$ cat src/rtl/div_unit_if.sv
// Divider handshake bundle between the EX stage and the radix-2 divider.
// The EX stage drives operands and control; the divider returns stall, done and result.
interface div_unit_if #(
    parameter int XLEN = 32
);
    logic            div_valid_E;
    logic [1:0]      div_op_E;
    logic [XLEN-1:0] op_a_E;
    logic [XLEN-1:0] op_b_E;
    logic            flush_E;
    logic            mem_stall;
    logic            div_stall;
    logic [XLEN-1:0] div_result;
    logic            div_done;

    modport master (
        output div_valid_E, div_op_E, op_a_E, op_b_E, flush_E, mem_stall,
        input  div_stall, div_result, div_done
    );

    modport slave (
        input  div_valid_E, div_op_E, op_a_E, op_b_E, flush_E, mem_stall,
        output div_stall, div_result, div_done
    );
endinterface

$ cat src/rtl/div_unit.sv
// Iterative radix-2 restoring divider for RV32M DIV/DIVU/REM/REMU in the EX stage.
// Operands are captured once at issue; the pipeline is stalled until the result is ready.
//   state | meaning
//   IDLE  | waiting for a divide in EX
//   CALC  | one quotient bit per cycle, XLEN cycles
//   DONE  | result valid, held while mem_stall
module div_unit #(
    parameter int XLEN  = 32,
    parameter int CNT_W = $clog2(XLEN) + 1
) (
    input logic       clk,
    input logic       rst_n,
    div_unit_if.slave bus
);
    typedef enum logic [1:0] {IDLE, CALC, DONE} state_t;

    localparam logic [XLEN-1:0] MIN_NEG  = {1'b1, {(XLEN-1){1'b0}}};
    localparam logic [XLEN-1:0] ALL_ONES = '1;

    state_t           state;
    logic [CNT_W-1:0] cnt;
    logic [XLEN-1:0]  quo;
    logic [XLEN-1:0]  rem;
    logic [XLEN-1:0]  dvsr;
    logic             neg_q;
    logic             neg_r;
    logic             is_rem;
    logic             special;
    logic             done_q;

    logic            is_signed;
    logic            sign_a;
    logic            sign_b;
    logic [XLEN-1:0] abs_a;
    logic [XLEN-1:0] abs_b;
    logic [XLEN:0]   rem_sh;
    logic [XLEN:0]   trial;
    logic [XLEN-1:0] result;

    always_comb begin
        is_signed = !bus.div_op_E[0];
        sign_a    = is_signed && bus.op_a_E[XLEN-1];
        sign_b    = is_signed && bus.op_b_E[XLEN-1];
        abs_a     = sign_a ? ('0 - bus.op_a_E) : bus.op_a_E;
        abs_b     = sign_b ? ('0 - bus.op_b_E) : bus.op_b_E;
        rem_sh    = {rem, quo[XLEN-1]};
        trial     = rem_sh - {1'b0, dvsr};
    end

    always_ff @(posedge clk or negedge rst_n) begin
        if (!rst_n) begin
            state   <= IDLE;
            cnt     <= '0;
            quo     <= '0;
            rem     <= '0;
            dvsr    <= '0;
            neg_q   <= 1'b0;
            neg_r   <= 1'b0;
            is_rem  <= 1'b0;
            special <= 1'b0;
            done_q  <= 1'b0;
        end else begin
            case (state)
                IDLE: begin
                    if (bus.div_valid_E && !bus.flush_E) begin
                        is_rem <= bus.div_op_E[1];
                        neg_q  <= sign_a ^ sign_b;
                        neg_r  <= sign_a;
                        if (bus.op_b_E == '0) begin
                            quo     <= ALL_ONES;
                            rem     <= bus.op_a_E;
                            special <= 1'b1;
                            done_q  <= 1'b1;
                            state   <= DONE;
                        end else if (is_signed && bus.op_a_E == MIN_NEG && bus.op_b_E == ALL_ONES) begin
                            quo     <= MIN_NEG;
                            rem     <= '0;
                            special <= 1'b1;
                            done_q  <= 1'b1;
                            state   <= DONE;
                        end else begin
                            quo     <= abs_a;
                            rem     <= '0;
                            dvsr    <= abs_b;
                            special <= 1'b0;
                            cnt     <= CNT_W'(XLEN);
                            state   <= CALC;
                        end
                    end
                end
                CALC: begin
                    // A vanished divide is treated like a flush.
                    if (!bus.div_valid_E || bus.flush_E) begin
                        state <= IDLE;
                    end else begin
                        if (!trial[XLEN]) begin
                            rem <= trial[XLEN-1:0];
                            quo <= {quo[XLEN-2:0], 1'b1};
                        end else begin
                            rem <= rem_sh[XLEN-1:0];
                            quo <= {quo[XLEN-2:0], 1'b0};
                        end
                        cnt <= cnt - 1'b1;
                        if (cnt == CNT_W'(1)) begin
                            done_q <= 1'b1;
                            state  <= DONE;
                        end
                    end
                end
                DONE: begin
                    if (bus.flush_E || !bus.mem_stall) begin
                        done_q <= 1'b0;
                        state  <= IDLE;
                    end
                end
                default: begin
                    done_q <= 1'b0;
                    state  <= IDLE;
                end
            endcase
        end
    end

    // Special-case results are preloaded in final form and skip the sign fix.
    always_comb begin
        result = '0;
        if (is_rem) result = (neg_r && !special) ? ('0 - rem) : rem;
        else        result = (neg_q && !special) ? ('0 - quo) : quo;
    end

    assign bus.div_stall  = bus.div_valid_E && (state != DONE) && !bus.flush_E;
    assign bus.div_result = result;
    assign bus.div_done   = done_q;
endmodule

$ cat src/flat_wrapper.sv
// flat-port wrapper written by rule: the top's interface ports become plain ports
module div_unit_flat 
#(
    parameter int XLEN  = 32,
    parameter int CNT_W = $clog2(XLEN) + 1
)
  (clk, rst_n, bus_div_valid_E, bus_div_op_E, bus_op_a_E, bus_op_b_E, bus_flush_E, bus_mem_stall, bus_div_stall, bus_div_result, bus_div_done);
  div_unit_if #(.XLEN(XLEN)) bus_i ();
  input logic clk;
  input logic rst_n;
  input wire logic [$bits(bus_i.div_valid_E)-1:0] bus_div_valid_E;
  input wire logic [$bits(bus_i.div_op_E)-1:0] bus_div_op_E;
  input wire logic [$bits(bus_i.op_a_E)-1:0] bus_op_a_E;
  input wire logic [$bits(bus_i.op_b_E)-1:0] bus_op_b_E;
  input wire logic [$bits(bus_i.flush_E)-1:0] bus_flush_E;
  input wire logic [$bits(bus_i.mem_stall)-1:0] bus_mem_stall;
  output wire logic [$bits(bus_i.div_stall)-1:0] bus_div_stall;
  output wire logic [$bits(bus_i.div_result)-1:0] bus_div_result;
  output wire logic [$bits(bus_i.div_done)-1:0] bus_div_done;
  assign bus_i.div_valid_E = bus_div_valid_E;
  assign bus_i.div_op_E = bus_div_op_E;
  assign bus_i.op_a_E = bus_op_a_E;
  assign bus_i.op_b_E = bus_op_b_E;
  assign bus_i.flush_E = bus_flush_E;
  assign bus_i.mem_stall = bus_mem_stall;
  assign bus_div_stall = bus_i.div_stall;
  assign bus_div_result = bus_i.div_result;
  assign bus_div_done = bus_i.div_done;
  div_unit #(.XLEN(XLEN), .CNT_W(CNT_W)) u_core (.clk(clk), .rst_n(rst_n), .bus(bus_i));
endmodule
$ cat config.mk
export PLATFORM = sky130hd
export DESIGN_NAME = div_unit_flat
export DESIGN_NICKNAME = d
export VERILOG_FILES = /design/src/rtl/div_unit_if.sv /design/src/rtl/div_unit.sv /design/src/flat_wrapper.sv
export SDC_FILE = /design/constraint.sdc
export NUM_CORES = 1
export LEC_CHECK = 0
export ABC_AREA = 1
export CORE_UTILIZATION = 30
export CTS_CLUSTER_SIZE = 10
export DETAILED_ROUTE_END_ITERATION = 10
export GPL_TIMING_DRIVEN = 0
export PLACE_DENSITY_LB_ADDON = 0.08
export SLEW_MARGIN = 10
export SYNTH_ARGS = -nofsm -noshare
export SYNTH_HDL_FRONTEND = slang
export SYNTH_SLANG_ARGS = --single-unit
$ cat constraint.sdc
create_clock -name clk -period 4.63 [get_ports clk]
set_input_delay 0.6945 -clock clk [delete_from_list [all_inputs] [get_ports clk]]
set_output_delay 0.6945 -clock clk [all_outputs]
set_load 0.01 [all_outputs]
==> results by group <==
Run status
  • Status: finished clean

Clock tree
  • Clk pin slew, worst setup/hold paths: 0.08 ns
  • Hold buffer count at cts: 0
  • CTS tree: built
  • Cts repair resizes: 0
  • Clk Latency, worst-skew pair: 0.39 ns
  • TritonCTS Buffers: 9
  • Root Buffer: clkbuf_16
  • Post-CTS Setup Bufs: 0
  • Total clock sinks: 109
  • H-Tree Depth: 3
  • Max clock buf depth: 2

Logic synthesis
  • Most frequent cell after synthesis: nand2_1
  • Syn_area_per_cell: 5.72 sq um
  • Synthesized flop and latch total: 109
  • Compound-Gate Fraction of Synth Area: 13.8%
  • Ys flop type: dfrtp_1
  • Post-synth EDFFs: 0
  • Multiplexer share of the synthesized area: 0%
  • Adder-Cell Fraction of Synth Area: 4.23%
  • Sequential share of the synthesized area: 22.7%
  • Number of library cell types mapped by synthesis: 49
  • Cell taking the most area after synthesis: dfrtp_1
  • Fraction of registers with async set/reset: 100%
  • Largest cells by area after synthesis: dfrtp_1, nand2_1, inv_1
  • Post-synth top cells: nand2_1, inv_1, nor2_1
  • Top-area cell type share of the netlist area: 22.7%
  • Synth Area in XOR/XNOR: 5.11%
  • Main combinational cell family by area after synthesis: simple AND/OR/NAND/NOR gates
  • Synthesized instance count: 2099
  • Syn Nets: 2210
  • Synth Warn #: 0
  • Simple logic cell fraction of the synthesized area: 40.0%
  • Mapped Area: 0.0120 sq mm

Power and ir drop
  • Combinational Power Share: 63.4%
  • Total power: 6.17 mW
  • Sw Pwr: 3.21 mW
  • Cell Int Power: 2.96 mW
  • Switching share of power: 52.1%
  • Max VDD drop: 0.170 mV
  • Clock Power Share: 13.8%
  • Flop pwr share: 22.8%
  • LEAKAGE: 7.43 nW
  • PD cells: 440 mW/mm^2

Drt
  • DRC Markers: 0
  • Final wirelength: 52200 um
  • Initial DRC Count: 1118
  • Post-DR wirelength/cell: 19.1 um
  • DRT antenna net count: 0
  • Number of iterations in the first detailed-routing pass: 7
  • Vias/cell: 4.98
  • Vias: 13600

Placement
  • GP Congestion: 0.955
  • Post-Place Worst Slack: 0.827 ns
  • Detail Placement HPWL: 43800 um
  • Placed cells: 2722
  • Port Buffers: 104

Global routing
  • Antenna violations before repair: 1
  • Vias in the first global route: 13000
  • Global-route wire length before repair: 78100 um
  • Pin count of the biggest net entering global routing: 58
  • GR Overflow Total: 0
  • GR Util All Layers: 25.7%

Floorplanning
  • Die width: 202 um
  • Core Area: 0.0390 sq mm
  • Cell Rows: 72
  • Initial Util: 30.8%
  • Ports: 105
  • Die height: 202 um
  • Die ar.: 0.0408 sq mm

Timing
  • Endpoints failing hold: 0
  • Final Max Slew Viols: 0
  • Slew @ Worst Pin: 0.834 ns
  • Final setup viols: 0
  • Clock skew: 0.0213 ns
  • Setup WS post-layout: 0.411 ns
  • Period utilization: 91.1%
  • RSZ-0062 raised after global routing: false
  • F_max: 237 MHz
  • Max_slew headroom: 44.4%
  • Final min period: 4.22 ns

Critical path
  • Worst Setup Path Type: register to primary output
  • Setup crit start kind: register
  • Worst Path Buf+Inv: 2
  • Most frequent CP cell: nand2_1
  • Cell-by-cell trace of the critical path: inv_1, ha_1, nand2_1, nor2_1, nand3_1, nor3_2, nand2_1, nor2_1, nand2_1, nand2_1, nand3_1, nand2_1, nand3_1, nand2_1, clkdlybuf4s50_1
  • Critical path's top delay family: simple AND/OR/NAND/NOR gates
  • Worst endpoint data arrival time: 3.52 ns
  • CP peak stage delay: 0.54 ns
  • CP Max Fanout: 6
  • Worst setup EP type: primary output
  • Required @ worst endpoint: 3.94 ns
  • CP max stage cell: clkdlybuf4s50_1

Finish
  • Reg area: 0.00273 sq mm
  • Nets: 2326
  • Antenna Cells: 0
  • Share of layout cells above drive strength 1: 2.88%
  • Multi-input gate area: 0.00758 sq mm
  • Synth-to-layout area growth: 16.8%
  • Non-Filler Instances: 2738
  • Fillers: 4454

Min path
  • Hold crit path type: primary input to asynchronous set/reset pin

Job
  • MaxCap Viol Count: 0
routing by layer:
metal,vias to the layer above,GRT usage [%],part of all wire [%]
li1,6806,-,-
met1,6347,36.3,48
met2,413,40.2,44
met3,60,4.10,5.8
met4,2,7.39,2.4
met5,-,0,0.025
sequential cells by signal, summed over array words and instances, names as in the netlist:
register and flops:
u_core.bus.div_done 1, u_core.cnt 6, u_core.dvsr 32, u_core.is_rem 1
u_core.neg_q 1, u_core.neg_r 1, u_core.quo 32, u_core.rem 32
u_core.special 1, u_core.state 2
logic make-up (layout without fill, tap and decap cells):
family / Yosys count / after routing
AND/OR/NAND/NOR: 1152 / 1152
buffers and inverters: 432 / 553
AO/OA/AOI/OAI: 296 / 296
flip-flops: 109 / 109
XOR/XNOR: 70 / 70
adder cells (fa/ha/maj): 40 / 40
cell usage in the layout, fill, tap and decap left out, types with 3 or more instances in the layout:
| master | netlist | routed |
|---|---|---|
| ha_1 | 39 | 39 |
| dfrtp_1 | 109 | 109 |
| nand3_1 | 152 | 152 |
| nor3_2 | 3 | 3 |
| clkdlybuf4s50_1 | 0 | 103 |
| clkinv_1 | 3 | 3 |
| a31oi_1 | 4 | 4 |
| clkbuf_1 | 37 | 37 |
| inv_2 | 4 | 4 |
| nor4_1 | 9 | 9 |
| nand3b_1 | 8 | 8 |
| clkbuf_16 | 0 | 9 |
| buf_1 | 4 | 4 |
| nor2_1 | 223 | 223 |
| o31ai_1 | 6 | 6 |
| and2_1 | 3 | 3 |
| xor2_1 | 57 | 57 |
| o21ai_0 | 134 | 134 |
| xnor2_1 | 13 | 13 |
| o211ai_1 | 7 | 7 |
| nand4_1 | 34 | 34 |
| a21oi_1 | 85 | 85 |
| o22ai_1 | 8 | 8 |
| clkinvlp_4 | 0 | 3 |
| nand2_1 | 667 | 667 |
| a21boi_0 | 4 | 4 |
| nand2_2 | 6 | 6 |
| nor3_1 | 32 | 32 |
| buf_2 | 9 | 9 |
| a21boi_1 | 39 | 39 |
| or2_2 | 6 | 6 |
| inv_1 | 364 | 364 |
| buf_6 | 5 | 6 |
| buf_4 | 5 | 5 |
worst paths after layout:
| kind | start | to | slack, ns | cells after the start |
|---|---|---|---|---|
| max | u_core.rem[0]$_DFFE_PN0P_ | bus_div_result[30] | 0.41 | 15 |
| min | rst_n | u_core.rem[31]$_DFFE_PN0P_ | 0.30 | 1 |
| max reg2reg | u_core.quo[31]$_DFFE_PN0P_ | u_core.rem[20]$_DFFE_PN0P_ | 1.53 | 18 |
| min reg2reg | u_core.dvsr[28]$_DFFE_PN0P_ | u_core.dvsr[28]$_DFFE_PN0P_ | 0.49 | 2 |
| max in group asynchronous | rst_n | u_core.dvsr[10]$_DFFE_PN0P_ | 3.60 | 2 |
| min in group clk | u_core.dvsr[28]$_DFFE_PN0P_ | u_core.dvsr[28]$_DFFE_PN0P_ | 0.49 | 2 |
layout make-up:
type	instances	share of cell area [%]
Inverter	371	9.93
Multi-Input combinational cell	1558	54.1
Clock buffer	10	1.70
Sequential cell	109	19.5
Buffer	61	2.12
Timing Repair Buffer	105	7.63
Tap cell	518	4.62
Clock inverter	6	0.446
metrics by stage:
step	instance area (sq um)	util, %	hold WS, ns	TNS (ns)
finish	14000	35.9	0.304	0
global route	14000	35.9	0.332	0
CTS	14000	35.9	0.314	0
detailed placement	13700	35.2	0.471	0
global placement	13700	35.1	0.466	-214.87
floorplan	12000	-	0.399	0
worst register-to-register path: stages, from the launching register on:
cell      delay, ns
dfrtp_1        0.36
inv_1          0.17
ha_1           0.27
fa_1           0.41
inv_1          0.10
nand3_1        0.08
nand2_2        0.12
nand2_1        0.07
nand2_2        0.09
nand2_1        0.06
nand2_1        0.16
nand2_1        0.14
nand2_1        0.11
nand2_1        0.07
nand2_2        0.19
buf_2          0.29
nand2_1        0.08
nand3_1        0.12
a21boi_1       0.07
power by group through the flow:
| stage | clock, mW | sequential, mW | combinational, mW |
|---|---|---|---|
| 3_5_place_dp | 0 | 1.42 | 3.88 |
| 2_1_floorplan | 0 | 1.32 | 2.53 |
| 5_1_grt | 0.906 | 1.43 | 4.40 |
| 6_report | 0.852 | 1.40 | 3.91 |
| 3_3_place_gp | 0 | 1.42 | 3.87 |
| 4_1_cts | 0.871 | 1.41 | 3.90 |
Power figures use the tool's default switching activity.
